File: src/rtl/thread_switch_controller_pkg.sv
// ---------------------------------------------------------------------------
// thread_switch_controller_pkg
//   Shared definitions for the coarse-grained multithreading controller:
//   thread count, thread-id width and the controller state encoding.
//   No ports (package).
// ---------------------------------------------------------------------------
package thread_switch_controller_pkg;

  // Two threads: the d-cache tags its address MSB with thread_id.
  localparam int NUM_THREADS = 2;
  localparam int TID_W       = $clog2(NUM_THREADS);

  typedef enum logic [1:0] {
    RUN    = 2'd0,
    DRAIN  = 2'd1,
    SWITCH = 2'd2,
    IDLE   = 2'd3
  } tsc_state_t;

endpackage : thread_switch_controller_pkg

File: src/rtl/thread_switch_controller_rr_next_thread.sv
// ---------------------------------------------------------------------------
// rr_next_thread
//   Combinational round-robin picker. Returns the first runnable thread after
//   the current one (wrapping), never the current thread itself.
// Ports:
//   i_mask       in  N  runnable mask
//   i_cur        in  W  current thread id
//   o_next       out W  next thread id (equals i_cur when no other is ready)
//   o_other_rdy  out 1  some runnable thread other than i_cur exists
// ---------------------------------------------------------------------------
module rr_next_thread
  import thread_switch_controller_pkg::*;
#(
  parameter int N = NUM_THREADS,
  parameter int W = TID_W
) (
  input  logic [N-1:0] i_mask,
  input  logic [W-1:0] i_cur,
  output logic [W-1:0] o_next,
  output logic         o_other_rdy
);

  logic [W-1:0] w_idx;
  logic         w_hit;

  // Scan offsets from farthest to nearest so the nearest runnable thread
  // after i_cur is the last one written and therefore wins. N is a power
  // of two, so the W-bit add wraps naturally.
  always_comb begin
    o_next      = i_cur;
    o_other_rdy = 1'b0;
    w_idx       = i_cur;
    w_hit       = 1'b0;
    for (int k = N - 1; k >= 1; k--) begin
      w_idx       = i_cur + W'(k);
      w_hit       = i_mask[w_idx];
      o_next      = w_hit ? w_idx : o_next;
      o_other_rdy = o_other_rdy | w_hit;
    end
  end

endmodule : rr_next_thread

File: src/rtl/thread_switch_controller.sv
// ---------------------------------------------------------------------------
// thread_switch_controller
//   Switch-on-event multithreading control. One thread owns the pipeline;
//   a switch happens on halt, on a long mem-stage stall or on quantum expiry.
//   The outgoing thread's resume PC is saved, the pipeline is flushed, the
//   controller waits for the mem stage to go idle, then changes thread_id and
//   redirects fetch to the incoming thread's saved PC.
// Ports:
//   clk, rst          core clock, synchronous active-high reset
//   i_mem_done        0 = mem stage stalled this cycle
//   i_resume_pc       PC of oldest unretired instruction of current thread
//   i_thread_halt     1-cycle pulse: current thread executed halt
//   o_tc              thread_id driven to the whole pipeline
//   o_flush           1-cycle pulse: squash IF..EX
//   o_redirect_valid  1-cycle pulse: fetch loads o_redirect_pc
//   o_redirect_pc     restore PC of incoming thread
//   o_runnable        bit t = thread t not halted
//   o_all_done        no thread runnable (sticky until reset)
// ---------------------------------------------------------------------------
module thread_switch_controller
  import thread_switch_controller_pkg::*;
#(
  parameter int                    ADDR_WIDTH  = 32,
  parameter int                    QUANTUM     = 64,
  parameter int                    MISS_THRESH = 4,
  parameter logic [ADDR_WIDTH-1:0] RESET_PC    = {ADDR_WIDTH{1'b0}}
) (
  input  logic                   clk,
  input  logic                   rst,
  input  logic                   i_mem_done,
  input  logic [ADDR_WIDTH-1:0]  i_resume_pc,
  input  logic                   i_thread_halt,
  output logic [TID_W-1:0]       o_tc,
  output logic                   o_flush,
  output logic                   o_redirect_valid,
  output logic [ADDR_WIDTH-1:0]  o_redirect_pc,
  output logic [NUM_THREADS-1:0] o_runnable,
  output logic                   o_all_done
);

  localparam int QW = $clog2(QUANTUM);
  localparam int SW = $clog2(MISS_THRESH + 1);
  localparam logic [QW-1:0] Q_LAST = QW'(QUANTUM - 1);
  localparam logic [SW-1:0] S_TRIG = SW'(MISS_THRESH - 1);
  localparam logic [SW-1:0] S_MAX  = SW'(MISS_THRESH);

  tsc_state_t             r_state;
  logic [QW-1:0]          r_qcnt;
  logic [SW-1:0]          r_scnt;
  logic [TID_W-1:0]       r_tid;
  logic [NUM_THREADS-1:0] r_runnable;
  logic                   r_flush;
  logic                   r_redirect_valid;
  logic [ADDR_WIDTH-1:0]  r_redirect_pc;
  logic                   r_all_done;
  logic [ADDR_WIDTH-1:0]  r_saved_pc [NUM_THREADS];

  tsc_state_t             w_state_nxt;
  logic [QW-1:0]          w_qcnt_nxt;
  logic [SW-1:0]          w_scnt_nxt;
  logic [TID_W-1:0]       w_tid_nxt;
  logic [NUM_THREADS-1:0] w_runnable_nxt;
  logic                   w_flush_nxt;
  logic                   w_redirect_valid_nxt;
  logic [ADDR_WIDTH-1:0]  w_redirect_pc_nxt;
  logic                   w_all_done_nxt;
  logic                   w_save_en;
  logic [TID_W-1:0]       w_next_tid;
  logic                   w_other_rdy;
  logic                   w_quant_trig;
  logic                   w_miss_trig;

  rr_next_thread #(
    .N (NUM_THREADS),
    .W (TID_W)
  ) u_rr_next_thread (
    .i_mask      (r_runnable),
    .i_cur       (r_tid),
    .o_next      (w_next_tid),
    .o_other_rdy (w_other_rdy)
  );

  // Miss trigger fires on the MISS_THRESH-th consecutive stalled cycle.
  assign w_quant_trig = (r_qcnt == Q_LAST);
  assign w_miss_trig  = !i_mem_done && (r_scnt == S_TRIG);

  // Next-state and next-output logic for the switch FSM.
  always_comb begin
    w_state_nxt          = r_state;
    w_qcnt_nxt           = r_qcnt;
    w_scnt_nxt           = r_scnt;
    w_tid_nxt            = r_tid;
    w_runnable_nxt       = r_runnable;
    w_flush_nxt          = 1'b0;
    w_redirect_valid_nxt = 1'b0;
    w_redirect_pc_nxt    = r_redirect_pc;
    w_all_done_nxt       = r_all_done;
    w_save_en            = 1'b0;
    case (r_state)
      RUN: begin
        if (i_thread_halt) begin
          // A halted thread never resumes, so its PC is not saved.
          w_runnable_nxt[r_tid] = 1'b0;
          if (w_other_rdy) begin
            w_flush_nxt = 1'b1;
            w_state_nxt = DRAIN;
          end else begin
            w_all_done_nxt = 1'b1;
            w_state_nxt    = IDLE;
          end
        end else if (w_miss_trig || w_quant_trig) begin
          if (w_other_rdy) begin
            w_save_en   = 1'b1;
            w_flush_nxt = 1'b1;
            w_state_nxt = DRAIN;
          end else begin
            // Nobody to switch to: start a fresh quantum in place.
            w_qcnt_nxt = {QW{1'b0}};
            w_scnt_nxt = {SW{1'b0}};
          end
        end else begin
          w_qcnt_nxt = w_quant_trig ? r_qcnt : r_qcnt + 1'b1;
          if (i_mem_done) begin
            w_scnt_nxt = {SW{1'b0}};
          end else begin
            w_scnt_nxt = (r_scnt == S_MAX) ? r_scnt : r_scnt + 1'b1;
          end
        end
      end
      DRAIN: begin
        // Outstanding d-cache access is tagged with the old thread_id, so
        // thread_id may only change once the mem stage is idle.
        if (i_mem_done) begin
          w_tid_nxt            = w_next_tid;
          w_redirect_pc_nxt    = r_saved_pc[w_next_tid];
          w_redirect_valid_nxt = 1'b1;
          w_state_nxt          = SWITCH;
        end else begin
          w_state_nxt = DRAIN;
        end
      end
      SWITCH: begin
        w_qcnt_nxt  = {QW{1'b0}};
        w_scnt_nxt  = {SW{1'b0}};
        w_state_nxt = RUN;
      end
      IDLE: begin
        w_state_nxt = IDLE;
      end
      default: begin
        w_qcnt_nxt  = {QW{1'b0}};
        w_scnt_nxt  = {SW{1'b0}};
        w_state_nxt = RUN;
      end
    endcase
  end

  // State, counters and registered outputs.
  always_ff @(posedge clk) begin
    if (rst) begin
      r_state          <= RUN;
      r_qcnt           <= {QW{1'b0}};
      r_scnt           <= {SW{1'b0}};
      r_tid            <= {TID_W{1'b0}};
      r_runnable       <= {NUM_THREADS{1'b1}};
      r_flush          <= 1'b0;
      r_redirect_valid <= 1'b0;
      r_redirect_pc    <= {ADDR_WIDTH{1'b0}};
      r_all_done       <= 1'b0;
    end else begin
      r_state          <= w_state_nxt;
      r_qcnt           <= w_qcnt_nxt;
      r_scnt           <= w_scnt_nxt;
      r_tid            <= w_tid_nxt;
      r_runnable       <= w_runnable_nxt;
      r_flush          <= w_flush_nxt;
      r_redirect_valid <= w_redirect_valid_nxt;
      r_redirect_pc    <= w_redirect_pc_nxt;
      r_all_done       <= w_all_done_nxt;
    end
  end

  // Per-thread resume PC flops, written when a thread is switched out.
  always_ff @(posedge clk) begin
    if (rst) begin
      for (int i = 0; i < NUM_THREADS; i++) begin
        r_saved_pc[i] <= RESET_PC;
      end
    end else if (w_save_en) begin
      r_saved_pc[r_tid] <= i_resume_pc;
    end
  end

  assign o_tc             = r_tid;
  assign o_flush          = r_flush;
  assign o_redirect_valid = r_redirect_valid;
  assign o_redirect_pc    = r_redirect_pc;
  assign o_runnable       = r_runnable;
  assign o_all_done       = r_all_done;

endmodule : thread_switch_controller

File: config.mk
export PLATFORM = sky130hd
export DESIGN_NAME = thread_switch_controller
export DESIGN_NICKNAME = d
export VERILOG_FILES = /design/src/rtl/thread_switch_controller_pkg.sv /design/src/rtl/thread_switch_controller_rr_next_thread.sv /design/src/rtl/thread_switch_controller.sv
export SDC_FILE = /design/constraint.sdc
export NUM_CORES = 1
export LEC_CHECK = 0
export CORE_UTILIZATION = 53
export DETAILED_ROUTE_END_ITERATION = 16
export PLACE_DENSITY = 0.87
export SETUP_SLACK_MARGIN = 0.05
export SLEW_MARGIN = 20
export SYNTH_ARGS = -nofsm -noshare
export SYNTH_HDL_FRONTEND = slang
export SYNTH_HIERARCHICAL = 1
export SYNTH_SLANG_ARGS = --single-unit
File: constraint.sdc
create_clock -name clk -period 2.6 [get_ports clk]
set_clock_uncertainty 0.05 [all_clocks]
set_input_delay 0.52 -clock clk [delete_from_list [all_inputs] [get_ports clk]]
set_output_delay 0.52 -clock clk [all_outputs]
set_load 0.1 [all_outputs]
# Yosys cells after proc, flatten, opt, wreduce, memory -nomap -nowiden
# Memory sizes are Yosys's and may differ from the RTL's. A register that Yosys moved wholly into a read port is not among the register bits.
# Index checks and enable logic that the tools add are counted.
[totals]
ff_bits = 17
ramBits = 64
input_bits = 36
output_inout_bits = 38
wordCells = 83
mem_count = 1
[mem_list]
columns = ["name", "words", "word_bits", "rd", "rd_ports_with_merged_regs", "write_ports", "line", "rtl"]
rows = [
  ["r_saved_pc", 2, 32, 1, 1, 2, "thread_switch_controller.sv:56", "logic [ADDR_WIDTH-1:0] r_saved_pc [NUM_THREADS];"],
]
[classes]
add_sub_neg = 3
order_cmp = 3
eq_ne = 12
n_mux = 36
n_bitwise = 5
n_reduce_logical = 15
[op_table]
columns = ["op", "count"]
rows = [
  ["$mux 32", 1],
  ["$reduce_or 32->1", 1],
  ["$mux 6", 4],
  ["$mux 1", 17],
  ["$mux 3", 5],
  ["$pmux 6 s2", 1],
  ["$mux 2", 5],
  ["$ne 3x3->1 const B", 3],
  ["$pmux 2 s4", 1],
  ["$reduce_and 4->1", 2],
  ["$add 6x1->6 const B", 1],
  ["$eq 6x6->1 const B", 1],
  ["$pmux 3 s2", 1],
  ["$reduce_and 2->1", 3],
  ["$eq 2x2->1 const B", 2],
  ["$lt 1x2->1 const B", 2],
  ["$ne 4x4->1 const B", 1],
  ["$reduce_or 2->1", 2],
  ["$add 3x1->3 const B", 1],
  ["$eq 3x2->1 const B", 1],
  ["$eq 3x3->1 const B", 1],
  ["$ne 3x2->1 const B", 1],
  ["$not 1->1", 3],
  ["$reduce_and 3->1", 1],
  ["other kinds (12)", 13],
]

# Longest topological paths before layout
# Gate-level depths: netlist of run 1.
[depth]
depth_word = 12
ltp_mapped = 7
ltp_nobuf = 6

# By module
# Netlist of run 1, hierarchy kept.
[by_module_without_submodules]
columns = ["mod", "n_inst", "cells_each", "area_each_um2", "seq_area_each_um2"]
rows = [
  ["thread_switch_controller", 1, 385, 4700.8, 2902.8],
  ["rr_next_thread", 1, 3, 23.8, 0.0],
]

# Worst setup path before layout of run 1
# Ideal clock, no wire load.
[synth_timing]
path_type = "register to register"
start = "reg r_tid (netlist: o_tc)"
end = "mem r_saved_pc[1][0] (enable)"
setup_time_ns = 0.375
arrival_ns = 2.461
required_time_ns = 2.175
slack_ns = -0.286
path_stages_with_launch = 6
path_buffers = 0
synth_period_minus_slack_ns = 2.886
cell_sequence = "dfxtp_1 -> mux2_4 -> nor2b_1 -> nand2_1 -> nor3b_4 -> or2_2"
[synth_rtl]
columns = ["item", "line", "rtl"]
rows = [
  ["start, declared", "thread_switch_controller.sv:50", "logic [TID_W-1:0] r_tid;"],
  ["start signal, assigned", "thread_switch_controller.sv:164", "r_tid <= {TID_W{1'b0}};"],
  ["start signal, assigned", "thread_switch_controller.sv:174", "r_tid <= w_tid_nxt;"],
  ["end, declared", "thread_switch_controller.sv:56", ""],
]

==> results of run 1 <==
-- state kept, by name (all words and copies together) (netlist names) --
signal,count
r_saved_pc,64
o_redirect_pc,32
r_qcnt,6
r_scnt,3
o_runnable,2
r_state,2
o_all_done,1
o_flush,1
o_redirect_valid,1
o_tc,1
-- how the worst max path moves through the flow --
stage | depth (start not counted) | endpoint
detailed placement | 5 | r_saved_pc[0][5]$_SDFFCE_PN0P_
global placement | 5 | r_saved_pc[0][5]$_SDFFCE_PN0P_
global route | 6 | r_saved_pc[0][8]$_SDFFCE_PN0P_
floorplan | 5 | r_saved_pc[1][0]$_SDFFCE_PN0P_
CTS | 6 | r_saved_pc[0][8]$_SDFFCE_PN0P_
finish | 6 | r_saved_pc[0][20]$_SDFFCE_PN0P_
-- worst register-to-register path, stage by stage (launching register included) --
cell and delay [ns]:
sky130_fd_sc_hd__dfxtp_1 0.37, sky130_fd_sc_hd__ha_1 0.18, sky130_fd_sc_hd__ha_1 0.19, sky130_fd_sc_hd__nor2b_1 0.30
sky130_fd_sc_hd__a31oi_4 0.07, sky130_fd_sc_hd__nor3_4 0.18, sky130_fd_sc_hd__or2_2 0.65
-- synth_stat cells, types with 2 or more instances --
cell | number | area [sq um]
sky130_fd_sc_hd__clkbuf_2 | 6 | 30.0
sky130_fd_sc_hd__o21ai_0 | 4 | 20.0
sky130_fd_sc_hd__a211oi_1 | 32 | 240
sky130_fd_sc_hd__edfxtp_1 | 64 | 1920
sky130_fd_sc_hd__nor2_1 | 43 | 161
sky130_fd_sc_hd__buf_2 | 11 | 55.1
sky130_fd_sc_hd__nor3_1 | 3 | 15.0
sky130_fd_sc_hd__a21oi_1 | 7 | 35.0
sky130_fd_sc_hd__o2111ai_1 | 2 | 17.5
sky130_fd_sc_hd__mux2i_1 | 33 | 330
sky130_fd_sc_hd__mux2_2 | 3 | 33.8
sky130_fd_sc_hd__ha_1 | 4 | 50.1
sky130_fd_sc_hd__inv_1 | 8 | 30.0
sky130_fd_sc_hd__o31ai_1 | 2 | 15.0
sky130_fd_sc_hd__or3_1 | 3 | 18.8
sky130_fd_sc_hd__nand2b_1 | 7 | 43.8
sky130_fd_sc_hd__and2_1 | 65 | 407
sky130_fd_sc_hd__a31oi_1 | 2 | 12.5
sky130_fd_sc_hd__or2_2 | 3 | 18.8
sky130_fd_sc_hd__nor2b_1 | 4 | 25.0
sky130_fd_sc_hd__nor3_2 | 2 | 20.0
sky130_fd_sc_hd__clkbuf_1 | 6 | 22.5
sky130_fd_sc_hd__o211ai_1 | 4 | 30.0
sky130_fd_sc_hd__nand3_1 | 3 | 15.0
sky130_fd_sc_hd__nand2_1 | 5 | 18.8
sky130_fd_sc_hd__dfxtp_1 | 49 | 981
-- per-layer routing --
layer  part of all wire, %  routed length (microns)  vias up  track usage, %
met3                   3.5                      334       13            5.71
met1                    41                     3970     1568            23.9
met4                   1.6                      150        0            10.5
li1                      -                        -     1561               -
met5                     0                        0        -               0
met2                    54                     5160       86            39.2
-- final cells by class --
cell class | instances | area share [%]
Tap cell | 108 | 2.22
Sequential cell | 113 | 47.8
Multi-Input combinational cell | 244 | 28.0
Clock inverter | 14 | 2.20
Clock buffer | 18 | 6.87
Timing Repair Buffer | 87 | 12.5
Inverter | 8 | 0.493
-- kinds of logic after synthesis --
kind of cell | synth area share [%]
muxes | 8.02
buffers and inverters | 2.91
DFF | 61.4
AOI/OAI and AO/OA | 9.30
adders and majority gates | 1.06
and+or+nand+nor | 17.3
-- power groups by stage --
stage,clock [mW],sequential (mW),combinational (mW)
after floorplan,0,2.32,0.196
after global placement,0,2.05,0.653
after detailed placement,0,2.05,0.662
after CTS,2.12,2.02,0.671
after global routing,2.20,2.02,0.701
final,2.10,2.02,0.668
-- per-stage QoR --
step	hold WS, ns	std cells	utilization (%)	worst slack, ns	area (sq um)
4_1_cts	0.266	592	70.1	0.183	6090
5_1_grt	0.277	592	70.1	0.0596	6090
2_1_floorplan	0.422	388	-	0.133	4730
3_3_place_gp	0.388	560	63.8	0.0384	5530
6_report	0.294	592	70.1	0.219	6090
3_5_place_dp	0.403	560	63.8	0.0185	5530
==> run metrics, run 1 <==
dominant cell type by count on the critical path=sky130_fd_sc_hd__ha_1; fraction of the yosys area taken by sequential cells=61.4%; crit-path leading delay family=simple AND/OR/NAND/NOR gates; post-cts gate resize count=0; Final Hold Viols=0; overall track demand over capacity in global routing=21.8%; post-layout min period=2.38 ns; Clock Root Buffer=sky130_fd_sc_hd__clkbuf_8; via count of the first global-routing pass=3155; number of enable flip-flop cells after synthesis=64; Detailed Route WL=9610 microns; multi-input combinational cell area=1700 sq um; remaining number of nets flagged by the antenna check after routing=0; cell breakdown of the critical path=ha_1, ha_1, nor2b_1, a31oi_4, nor3_4, or2_2; total power density per cell area=786 nW/um^2; Hold Buf Count CTS=0; Synthesized Nets=428; class of the worst hold path=in2reg; internal power contribution=3.44 mW; outcome=completed; Die Wd=96.4 microns; Synthesis Warnings=6; slowest stage cell, crit path=sky130_fd_sc_hd__or2_2; remaining global-route overflow=0; fraction of power spent switching nets=28.0%; mean routed wirelength per cell=16.2 microns; total via count in the routed design=3228; Clk pwr share=43.9%; maximum clock insertion buffer count=2; Pre-Repair DR Iteration Count=4; buffers plus inverters on the worst setup path=0; Reg2Reg Capture Point=r_saved_pc[0][20]$_SDFFCE_PN0P_; Synth async-reset ratio=0%; storage element area=2910 sq um; leading cell types in the layout, fill and taps excluded=sky130_fd_sc_hd__and2_1, sky130_fd_sc_hd__edfxtp_1, sky130_fd_sc_hd__buf_4, sky130_fd_sc_hd__dfxtp_1, sky130_fd_sc_hd__nor2_1; area of the mapped netlist=4720 sq um; Period Utilization, post-route=91.6%; Buffers on Ports=73; synthesis-to-finish area growth=28.8%; Synth Register Bits=113; highest attainable clock frequency=0.420 GHz; category of the worst setup path capture point=flop; CTS sink cnt=113; Final Net Count=511; standard-cell rows=34; Yosys cell types=39; DRC Markers=0; startpoint type of the worst setup path=flop; initial cell density of the core=54.4%; worst hold stages=4; Critical R2R Launch=r_scnt[0]$_SDFFE_PP0P_; minimum setup slack among reg-to-reg paths=0.22 ns; dpl hpwl=5840 microns; clock slew at reported path FFs=0.06 ns; Seq pwr share=42.1%; r2r worst-path depth=6; max cap viols=0; dominant register cell in the synthesized netlist=sky130_fd_sc_hd__edfxtp_1; Final Slew Violations=0; n_diodes=0; Design Power=4.78 mW; Max-Slew Margin vs Limit=47.7%; DIE AREA=9300 sq um; TritonCTS clock tree=built; fillers=601; starting DRC count in detailed routing=127; synthesized instance count=388; static leakage=2.49 nW; via density per instance=5.45; post-CTS setup buffers=0; setup total negative slack=0 ns; Avg Inst Size Synth=12.2 sq um; Ports=74; wire length of the first global-routing pass=14500 microns; floorplan core area=8680 sq um; required time of the critical path=2.68 ns; Max Fanout on Critical Path=32; largest incremental delay on the critical path=0.65 ns; Hold Startpoint=rst; unrepaired setup endpoints after global routing=no; layout cells sized above 1=21.3%; GPL Wtd Cong=0.834; origin of the worst setup path=r_scnt[0]$_SDFFE_PP0P_; endpoint of the worst hold path=o_flush$_SDFF_PP0_; classification of the worst setup path=reg2reg; Slew @ Worst Pin=0.785 ns; final-report setup violation count=0; most common cell after layout, fill and taps aside=sky130_fd_sc_hd__and2_1; Max rail drop VDD=418 uV; H-tree depth=4; worst skew pair latency=0.51 ns; Critical Path AT=2.46 ns; net load switching power=1.34 mW; die extent in y=96.4 microns; antenna violations before repair=0; number of CTS-inserted buffers=17; combinational group share of total power=14.0%; largest net degree at the start of global routing=52
Power figures use the tool's default switching activity.
==> run 2, diff against run 1 <==
--- a/config.mk
+++ b/config.mk
@@ -9,8 +9,9 @@
 export DETAILED_ROUTE_END_ITERATION = 16
 export PLACE_DENSITY = 0.87
 export SETUP_SLACK_MARGIN = 0.05
-export SLEW_MARGIN = 20
+export SLEW_MARGIN = 0
 export SYNTH_ARGS = -nofsm -noshare
 export SYNTH_HDL_FRONTEND = slang
 export SYNTH_HIERARCHICAL = 1
 export SYNTH_SLANG_ARGS = --single-unit
+export TNS_END_PERCENT = 30
==> results of run 2 <==
Final layout, timing and power as in run 1 (identical DEF).
